`src/rtl/id_ex_stage_pkg.sv`:
```
// Types shared by the ID/EX pipeline register and the ALU that consumes it.
package id_ex_stage_pkg;

  localparam int XLEN   = 32;
  localparam int REG_AW = 5;

  typedef enum logic [2:0] {
    ALU_AND = 3'd0,
    ALU_OR  = 3'd1,
    ALU_ADD = 3'd2,
    ALU_SUB = 3'd3,
    ALU_XOR = 3'd4,
    ALU_NOR = 3'd5,
    ALU_LSL = 3'd6,
    ALU_LSR = 3'd7
  } alu_op_e;

  typedef struct packed {
    logic [XLEN-1:0]   a;
    logic [XLEN-1:0]   b;
    alu_op_e           op;
    logic [REG_AW-1:0] rd;
    logic              rd_we;
  } id_ex_payload_t;

endpackage

```
`src/rtl/id_ex_stage_fwd_mux.sv`:
```
// Operand bypass select for one source register: x0, then EX/MEM, then MEM/WB, then register file.
module id_ex_stage_fwd_mux #(
  parameter int XLEN   = 32,
  parameter int REG_AW = 5
) (
  input  logic [REG_AW-1:0] src,
  input  logic [XLEN-1:0]   rf_val,
  input  logic              exm_we,
  input  logic [REG_AW-1:0] exm_rd,
  input  logic [XLEN-1:0]   exm_val,
  input  logic              wb_we,
  input  logic [REG_AW-1:0] wb_rd,
  input  logic [XLEN-1:0]   wb_val,
  output logic [XLEN-1:0]   operand
);

  always_comb begin
    operand = rf_val;
    if (src == '0) begin
      operand = '0;
    end else if (exm_we && (exm_rd == src)) begin
      operand = exm_val;
    end else if (wb_we && (wb_rd == src)) begin
      operand = wb_val;
    end
  end

endmodule

```
`src/rtl/id_ex_stage.sv`:
```
// ID/EX pipeline register feeding the ALU: forwards operands at capture, valid/ready with flush,
// and a saturating stall-cycle counter.
module id_ex_stage #(
  parameter int XLEN   = 32,
  parameter int REG_AW = 5,
  parameter int CNT_W  = 16
) (
  input  logic              clk,
  input  logic              rst,
  input  logic              in_valid,
  output logic              in_ready,
  input  logic [REG_AW-1:0] in_rs1,
  input  logic [REG_AW-1:0] in_rs2,
  input  logic [XLEN-1:0]   in_rs1_val,
  input  logic [XLEN-1:0]   in_rs2_val,
  input  logic [XLEN-1:0]   in_imm,
  input  logic              in_use_imm,
  input  logic [2:0]        in_alu_op,
  input  logic [REG_AW-1:0] in_rd,
  input  logic              in_rd_we,
  input  logic              exm_we,
  input  logic [REG_AW-1:0] exm_rd,
  input  logic [XLEN-1:0]   exm_val,
  input  logic              wb_we,
  input  logic [REG_AW-1:0] wb_rd,
  input  logic [XLEN-1:0]   wb_val,
  input  logic              flush,
  output logic              out_valid,
  input  logic              out_ready,
  output logic [XLEN-1:0]   alu_a,
  output logic [XLEN-1:0]   alu_b,
  output logic [2:0]        alu_op,
  output logic [REG_AW-1:0] out_rd,
  output logic              out_rd_we,
  output logic [CNT_W-1:0]  stall_cnt
);
  import id_ex_stage_pkg::*;

  // Local payload layout follows the instance widths rather than the package defaults.
  typedef struct packed {
    logic [XLEN-1:0]   a;
    logic [XLEN-1:0]   b;
    alu_op_e           op;
    logic [REG_AW-1:0] rd;
    logic              rd_we;
  } payload_t;

  logic [XLEN-1:0]  fwd_a;
  logic [XLEN-1:0]  fwd_b;
  payload_t         nxt;
  payload_t         pay_q;
  logic             valid_q;
  logic [CNT_W-1:0] cnt_q;
  logic             accept;

  id_ex_stage_fwd_mux #(.XLEN(XLEN), .REG_AW(REG_AW)) u_fwd_rs1 (
    .src     (in_rs1),
    .rf_val  (in_rs1_val),
    .exm_we  (exm_we),
    .exm_rd  (exm_rd),
    .exm_val (exm_val),
    .wb_we   (wb_we),
    .wb_rd   (wb_rd),
    .wb_val  (wb_val),
    .operand (fwd_a)
  );

  id_ex_stage_fwd_mux #(.XLEN(XLEN), .REG_AW(REG_AW)) u_fwd_rs2 (
    .src     (in_rs2),
    .rf_val  (in_rs2_val),
    .exm_we  (exm_we),
    .exm_rd  (exm_rd),
    .exm_val (exm_val),
    .wb_we   (wb_we),
    .wb_rd   (wb_rd),
    .wb_val  (wb_val),
    .operand (fwd_b)
  );

  assign in_ready = !valid_q || out_ready;
  assign accept   = in_valid && in_ready && !flush;

  always_comb begin
    nxt       = '0;
    nxt.a     = fwd_a;
    nxt.b     = in_use_imm ? in_imm : fwd_b;
    nxt.op    = alu_op_e'(in_alu_op);
    nxt.rd    = in_rd;
    // Writes to x0 are dropped here so downstream never sees them.
    nxt.rd_we = in_rd_we && (in_rd != '0);
  end

  always_ff @(posedge clk) begin
    if (rst) begin
      valid_q <= 1'b0;
      pay_q   <= '0;
      cnt_q   <= '0;
    end else begin
      if (flush) begin
        valid_q     <= 1'b0;
        pay_q.rd_we <= 1'b0;
      end else if (accept) begin
        valid_q <= 1'b1;
        pay_q   <= nxt;
      end else if (valid_q && out_ready) begin
        valid_q     <= 1'b0;
        pay_q.rd_we <= 1'b0;
      end

      // Counts every backpressured cycle, including one that is being flushed.
      if (valid_q && !out_ready && (cnt_q != '1)) begin
        cnt_q <= cnt_q + CNT_W'(1);
      end
    end
  end

  assign out_valid = valid_q;
  assign alu_a     = pay_q.a;
  assign alu_b     = pay_q.b;
  assign alu_op    = pay_q.op;
  assign out_rd    = pay_q.rd;
  assign out_rd_we = pay_q.rd_we;
  assign stall_cnt = cnt_q;

endmodule
```
`config.mk`:
```
export PLATFORM = sky130hd
export DESIGN_NAME = id_ex_stage
export DESIGN_NICKNAME = d
export VERILOG_FILES = /design/src/rtl/id_ex_stage_pkg.sv /design/src/rtl/id_ex_stage_fwd_mux.sv /design/src/rtl/id_ex_stage.sv
export SDC_FILE = /design/constraint.sdc
export NUM_CORES = 1
export LEC_CHECK = 0
export CORE_MARGIN = 2
export CORE_UTILIZATION = 44
export DETAILED_ROUTE_END_ITERATION = 10
export GPL_TIMING_DRIVEN = 1
export PLACE_DENSITY = 0.87
export SYNTH_ARGS = -nofsm -noshare
export SYNTH_HDL_FRONTEND = slang
export SYNTH_SLANG_ARGS = --single-unit
```
`constraint.sdc`:
```
create_clock -name clk -period 2.9 [get_ports clk]
set_input_delay 0.435 -clock clk [delete_from_list [all_inputs] [get_ports clk]]
set_output_delay 0.435 -clock clk [all_outputs]
set_load 0.05 [all_outputs]
```
Yosys cells after proc, flatten, opt, wreduce, memory -nomap -nowiden --
Cells that the tools add are included.
Storage, ports and cells: output and inout port bits 91, memories 0, input port bits 197, bits in read-only memories 0, bits in writable memories 0, word-level logic and storage cells 44, register bits after elaboration 90, bits in latches 0
Cells by class: div/mod/pow operators 0, $mul 0, mux-type cells 10, equality and inequality tests 5, add/sub/neg operators 1, shifts and indexed selects 0, reductions and logical operators 20, magnitude comparators 0, bitwise gates (word level) 1
Operators with widths (number):
- $mux W32 | 7
- $eq A5 B5 Y1 | 4
- $add A16 B1 Y16 const B | 1
- $ne A16 B16 Y1 const B | 1
- $logic_and A1 B1 Y1 | 10
- $logic_not A5 Y1 | 2
- $reduce_bool A5 Y1 | 1
- $logic_not A1 Y1 | 3
- $mux W1 | 3
- $reduce_and A2 Y1 | 1
- $reduce_bool A2 Y1 | 1
- $reduce_or A2 Y1 | 1
- $logic_or A1 B1 Y1 | 1
- $not A1 Y1 | 1

Longest topological paths before layout --
word-level depth 6, gate-level depth with buffers 8, mapped depth without buffers 6

Modules after synthesis --
A second synthesis with hierarchy kept.
Second synthesis, totals: cells, all modules 821, area total of the unflattened synthesis 6180.9 µm²
By module, submodules not included:
- id_ex_stage | cells each 429, seq. area each 1801.7 µm², times used 1, area each 3673.5 µm²
- id_ex_stage_fwd_mux | cells each 196, seq. area each 0.0 µm², times used 2, area each 1253.7 µm²

Least setup slack after synthesis --
Ideal clock, no wire load.
path kind reg-to-reg, start point register cnt_q[10], in the netlist stall_cnt[10], end point register cnt_q[5], in the netlist stall_cnt[5], buffers on the path 0, clock period less this slack 2.081 ns, data required time 2.779 ns, stages on the path, launching flop included 6, arrival time 1.960 ns, setup slack 0.819 ns, library setup time 0.121 ns, cell sequence dfxtp_1 nand3_1 nor2_1 a21oi_1 nand3_1 mux2_2
Between the ends: cells in the longest elaborated chain, start to end 2
Ends and longest elaborated chain:
- from (decl) | line id_ex_stage.sv:53 | logic [CNT_W-1:0] cnt_q;
- from (signal assigned) | line id_ex_stage.sv:112 | cnt_q <= cnt_q + CNT_W'(1);
- $ne A16 B16 Y1 | line id_ex_stage.sv:111 | if (valid_q && !out_ready && (cnt_q != '1)) begin
- $logic_and A1 B1 Y1 | line id_ex_stage.sv:111
Every way passes these cells. A chain may end at the register's enable or synchronous reset.

Worst setup path in the final report --
start point input port in_valid, end point register pay_q, in the netlist alu_a[16]
Between the ends: cells in the longest elaborated chain, start to end 3
Ends and longest elaborated chain:
- from (decl) | line id_ex_stage.sv:10 | input logic in_valid,
- $logic_and A1 B1 Y1 (2 in series) | line id_ex_stage.sv:81 | assign accept = in_valid && in_ready && !flush;
- $reduce_and A2 Y1 (no line)
- to (signal assigned) | line id_ex_stage.sv:104 | pay_q <= nxt;
- to (decl) | line id_ex_stage.sv:51 | payload_t pay_q;
Every way passes these cells.

==> out/qor.yml <==
sta:
  finalWorstPathRequiredPeriod_ns: 2.602
  worst_slew_pin_slew_ns: 1.101
  timing.setup.tns_ns: 0
  worst_slew_margin_rel: 0.2636
  slew_viol_final: 0
  timing.fmax_mhz: 384.4
  skew_ns: 0.004936
  grt_setup_unrepaired: "false"
  post-route-period-util: 0.8971
  finalHoldViolCount: 0
  final-setup-viol-count: 0
placed_design:
  gp_congestion: 0.9296
  io_buffers: 287
  dp_hpwl_mm: 16.61
  placed_cells: 1132
run_status:
  result_of_the_run: "finished, final reports clean"
power:
  power.static_leakage_uw: 0.003046
  power.density_nw_per_um2: 420.4
  irDropWorstVdd_mv: 0.2471
routing:
  avgViaCountPerCell: 5.965
  avgRoutedWirePerCell_um: 19.92
  drt-total-wl_mm: 22.87
  detail_route.drc_violations: 0
  drt.antenna.violating_nets: 0
  drt_pass1_iterations: 6
  via_count: 6848
  drt_iter0_markers: 704
synthesis:
  syn-num-nets: 911
  synthesis.area_per_instance_um2: 7.902
  ys_dominant_reg_cell: "sky130_fd_sc_hd__dfxtp_1"
  ys.warnings.count: 0
  postSynthRegisterBits: 90
  count_of_flip_flops_with_a_built_in_enable_after_synthesis: 0
  post_synth_inst_count: 713
  yosysUniqueCellTypes: 44
  async_reset_ff_frac: 0
  post_synth_instance_area_um2: 5634
  synth_sequential_area_ratio: 0.3198
floorplanning:
  core_area_um2: 12570
  floorplan.die.width_um: 117.2
  pin_count: 288
  fp-row-count: 41
  dieHeight_um: 117.2
  fp.dieArea_um2: 13730
  initial_core_util: 0.4483
global_routing:
  grt_antenna_before_repair: 0
  grt_max_degree: 57
  global_route_wire_length_before_repair_mm: 34.51
  first_global_vias: 6715
  grt_usage: 0.3247
  remaining_global_route_overflow: 0
flow_run:
  max_cap_violations: 0
cts:
  cts_post_setup_buffers_inserted: 0
  cts_tree: "done"
  max-clock-path-buffers: 2
  post_cts.resized_instances: 0
  clk_pin_slew_ns: 0.06
  number_of_buffers_added_to_fix_hold_violations_after_cts: 0
  worstSkewPairLatency_ns: 0.33
  cts_made_buffers: 9
  clk_sink_count: 90
  htree_levels: 3
  ctsRootBufferMaster: "sky130_fd_sc_hd__clkbuf_16"
worst_setup_path:
  required_time_of_the_worst_setup_path_ns: 3.16
  worstPathBufferInverterCount: 1
  critical-path-slowest-cell: "sky130_fd_sc_hd__nor3_4"
  end_kind: "register"
  worst-setup-path-type: "input port to register"
  worst_ep_arrival_time_ns: 2.86
  critPathLaunchType: "input port"
  critical_path_peak_fanout: 32
  crit_path_max_incr_delay_ns: 0.92
  critPathTopFamily: "simple AND/OR/NAND/NOR gates"
  reg2reg_setup_slack_ns: 0.57
  cp_cell_sequence: "clkdlybuf4s50_1 > nor2b_4 > nand2_2 > nor3_4 > o21ai_0 > o21ai_1"
finish:
  final_cells: 1148
  finish.net_count: 1169
  multi_input_comb_area_um2: 3545
  area.growth.synth_to_final_pct: 58.09
  insertedDiodeCount: 0
  share_of_post_route_cells_with_drive_strength_above_1: 0.09221
  final.fill_count: 980
  sequential_cell_area_um2: 1802
worst_hold_path:
  timing.hold.worst.class: "register to register"
-- final cells by class --
cell class	instances	share of cell area
Inverter	3	0.001264
Sequential cell	90	0.2023
Clock inverter	5	0.006040
Clock buffer	11	0.02725
Tap cell	172	0.02416
Timing Repair Buffer	308	0.3411
Multi-Input combinational cell	559	0.3979
-- where the power goes --
| part | total (µW) | internal [µW] | switching, µW | leakage (µW) |
|---|---|---|---|---|
| clock | 1180 | 690 | 487 | 0.000149 |
| combinational | 1210 | 533 | 675 | 0.00216 |
| sequential | 1360 | 1310 | 47.6 | 0.000737 |
| total | 3740 | 2540 | 1210 | 0.00305 |
-- sequential cells by signal (all words and copies together), names as in the netlist --
name       count
out_rd_we      1
alu_op         3
out_rd         5
stall_cnt     16
alu_a         32
alu_b         32
out_valid      1
-- per-stage QoR --
step / utilization / power (µW) / worst slack (ns) / hold WS, ns / cell area, µm²
finish: 0.7087 / 3745 / 0.2985 / 0.4469 / 8907
detailed placement: 0.6851 / 2579 / 0.1345 / 0.4391 / 8611
global placement: 0.6851 / 2561 / 0.1856 / 0.4335 / 8611
floorplan: - / 2018 / 0.8194 / 0.5591 / 5634
global route: 0.7087 / 3882 / 0.2313 / 0.4729 / 8907
CTS: 0.7087 / 3744 / 0.3792 / 0.4491 / 8907
-- path summary, 6_finish.rpt --
kind | from | end | depth (start not counted)
worst max-delay path | in_valid | alu_a[16]$_SDFFE_PP0P_ | 6
worst min-delay path | alu_a[19]$_SDFFE_PP0P_ | alu_a[19]$_SDFFE_PP0P_ | 2
worst max register to register | out_valid$_SDFFE_PP0P_ | alu_a[16]$_SDFFE_PP0P_ | 6
worst min register to register | alu_a[19]$_SDFFE_PP0P_ | alu_a[19]$_SDFFE_PP0P_ | 2
-- worst register-to-register path, stage by stage, from the launching register on --
cell                      delay (ns)
sky130_fd_sc_hd__dfxtp_1        0.33
sky130_fd_sc_hd__nor2b_2        0.17
sky130_fd_sc_hd__inv_2          0.10
sky130_fd_sc_hd__nand2_2        0.16
sky130_fd_sc_hd__nor3_4         0.92
sky130_fd_sc_hd__o21ai_0        0.37
sky130_fd_sc_hd__o21ai_1        0.22
-- cell usage after synthesis (2+ instances only) --
library cell / n / share of area
sky130_fd_sc_hd__nand2_1: 119 / 0.079
sky130_fd_sc_hd__a21oi_1: 44 / 0.039
sky130_fd_sc_hd__a211oi_1: 37 / 0.049
sky130_fd_sc_hd__nor4_1: 3 / 0.0033
sky130_fd_sc_hd__nand3_1: 7 / 0.0062
sky130_fd_sc_hd__mux2i_1: 35 / 0.062
sky130_fd_sc_hd__buf_4: 4 / 0.0053
sky130_fd_sc_hd__nand4_1: 5 / 0.0056
sky130_fd_sc_hd__a221oi_2: 30 / 0.080
sky130_fd_sc_hd__nor2_1: 53 / 0.035
sky130_fd_sc_hd__a221oi_1: 3 / 0.0047
sky130_fd_sc_hd__bufbuf_8: 3 / 0.010
sky130_fd_sc_hd__o21ai_1: 63 / 0.056
sky130_fd_sc_hd__or4_1: 3 / 0.0040
sky130_fd_sc_hd__and3_1: 33 / 0.037
sky130_fd_sc_hd__xnor2_1: 24 / 0.037
sky130_fd_sc_hd__nor2b_1: 2 / 0.0022
sky130_fd_sc_hd__clkbuf_1: 43 / 0.029
sky130_fd_sc_hd__buf_6: 3 / 0.0060
sky130_fd_sc_hd__inv_1: 2 / 0.0013
sky130_fd_sc_hd__nor3_2: 2 / 0.0036
sky130_fd_sc_hd__a31oi_1: 32 / 0.036
sky130_fd_sc_hd__dfxtp_1: 90 / 0.32
sky130_fd_sc_hd__buf_2: 7 / 0.0062
sky130_fd_sc_hd__nor3_1: 4 / 0.0036
sky130_fd_sc_hd__o21ai_0: 35 / 0.031
sky130_fd_sc_hd__xor2_1: 8 / 0.012
sky130_fd_sc_hd__nor4b_2: 3 / 0.0080
-- kinds of logic after synthesis --
family	synth area share
multiplexers	0.06418
AO/OA/AOI/OAI	0.3000
flip-flops	0.3198
AND/OR/NAND/NOR	0.2052
XOR/XNOR	0.04974
buffers and inverters	0.05885
adder cells (fa/ha/maj)	0.002220
-- cells in the final DEF, fill, tap and decap left out, types with 22 or more instances in the layout --
cell,Yosys,final
sky130_fd_sc_hd__dfxtp_1,90,90
sky130_fd_sc_hd__a21oi_1,44,44
sky130_fd_sc_hd__xnor2_1,24,23
sky130_fd_sc_hd__buf_4,4,22
sky130_fd_sc_hd__o21ai_0,35,35
sky130_fd_sc_hd__and3_1,33,32
sky130_fd_sc_hd__nor2_1,53,51
sky130_fd_sc_hd__a31oi_1,32,32
sky130_fd_sc_hd__clkdlybuf4s50_1,0,285
sky130_fd_sc_hd__nand2_1,119,119
sky130_fd_sc_hd__o21ai_1,63,63
sky130_fd_sc_hd__a211oi_1,37,37
sky130_fd_sc_hd__mux2i_1,35,35
sky130_fd_sc_hd__a221oi_2,30,30
-- metal layers --
| layer | track usage | wire length (µm) | share of wire | vias up |
|---|---|---|---|---|
| met5 | 0 | 0 | 0 | - |
| met4 | 0.1718 | 1028 | 0.045 | 0 |
| met3 | 0.08496 | 2304 | 0.10 | 86 |
| met2 | 0.5559 | 11190 | 0.49 | 455 |
| met1 | 0.3706 | 8339 | 0.36 | 3181 |
| li1 | - | - | - | 3126 |
Note: power is estimated with default switching activity, not from simulation.
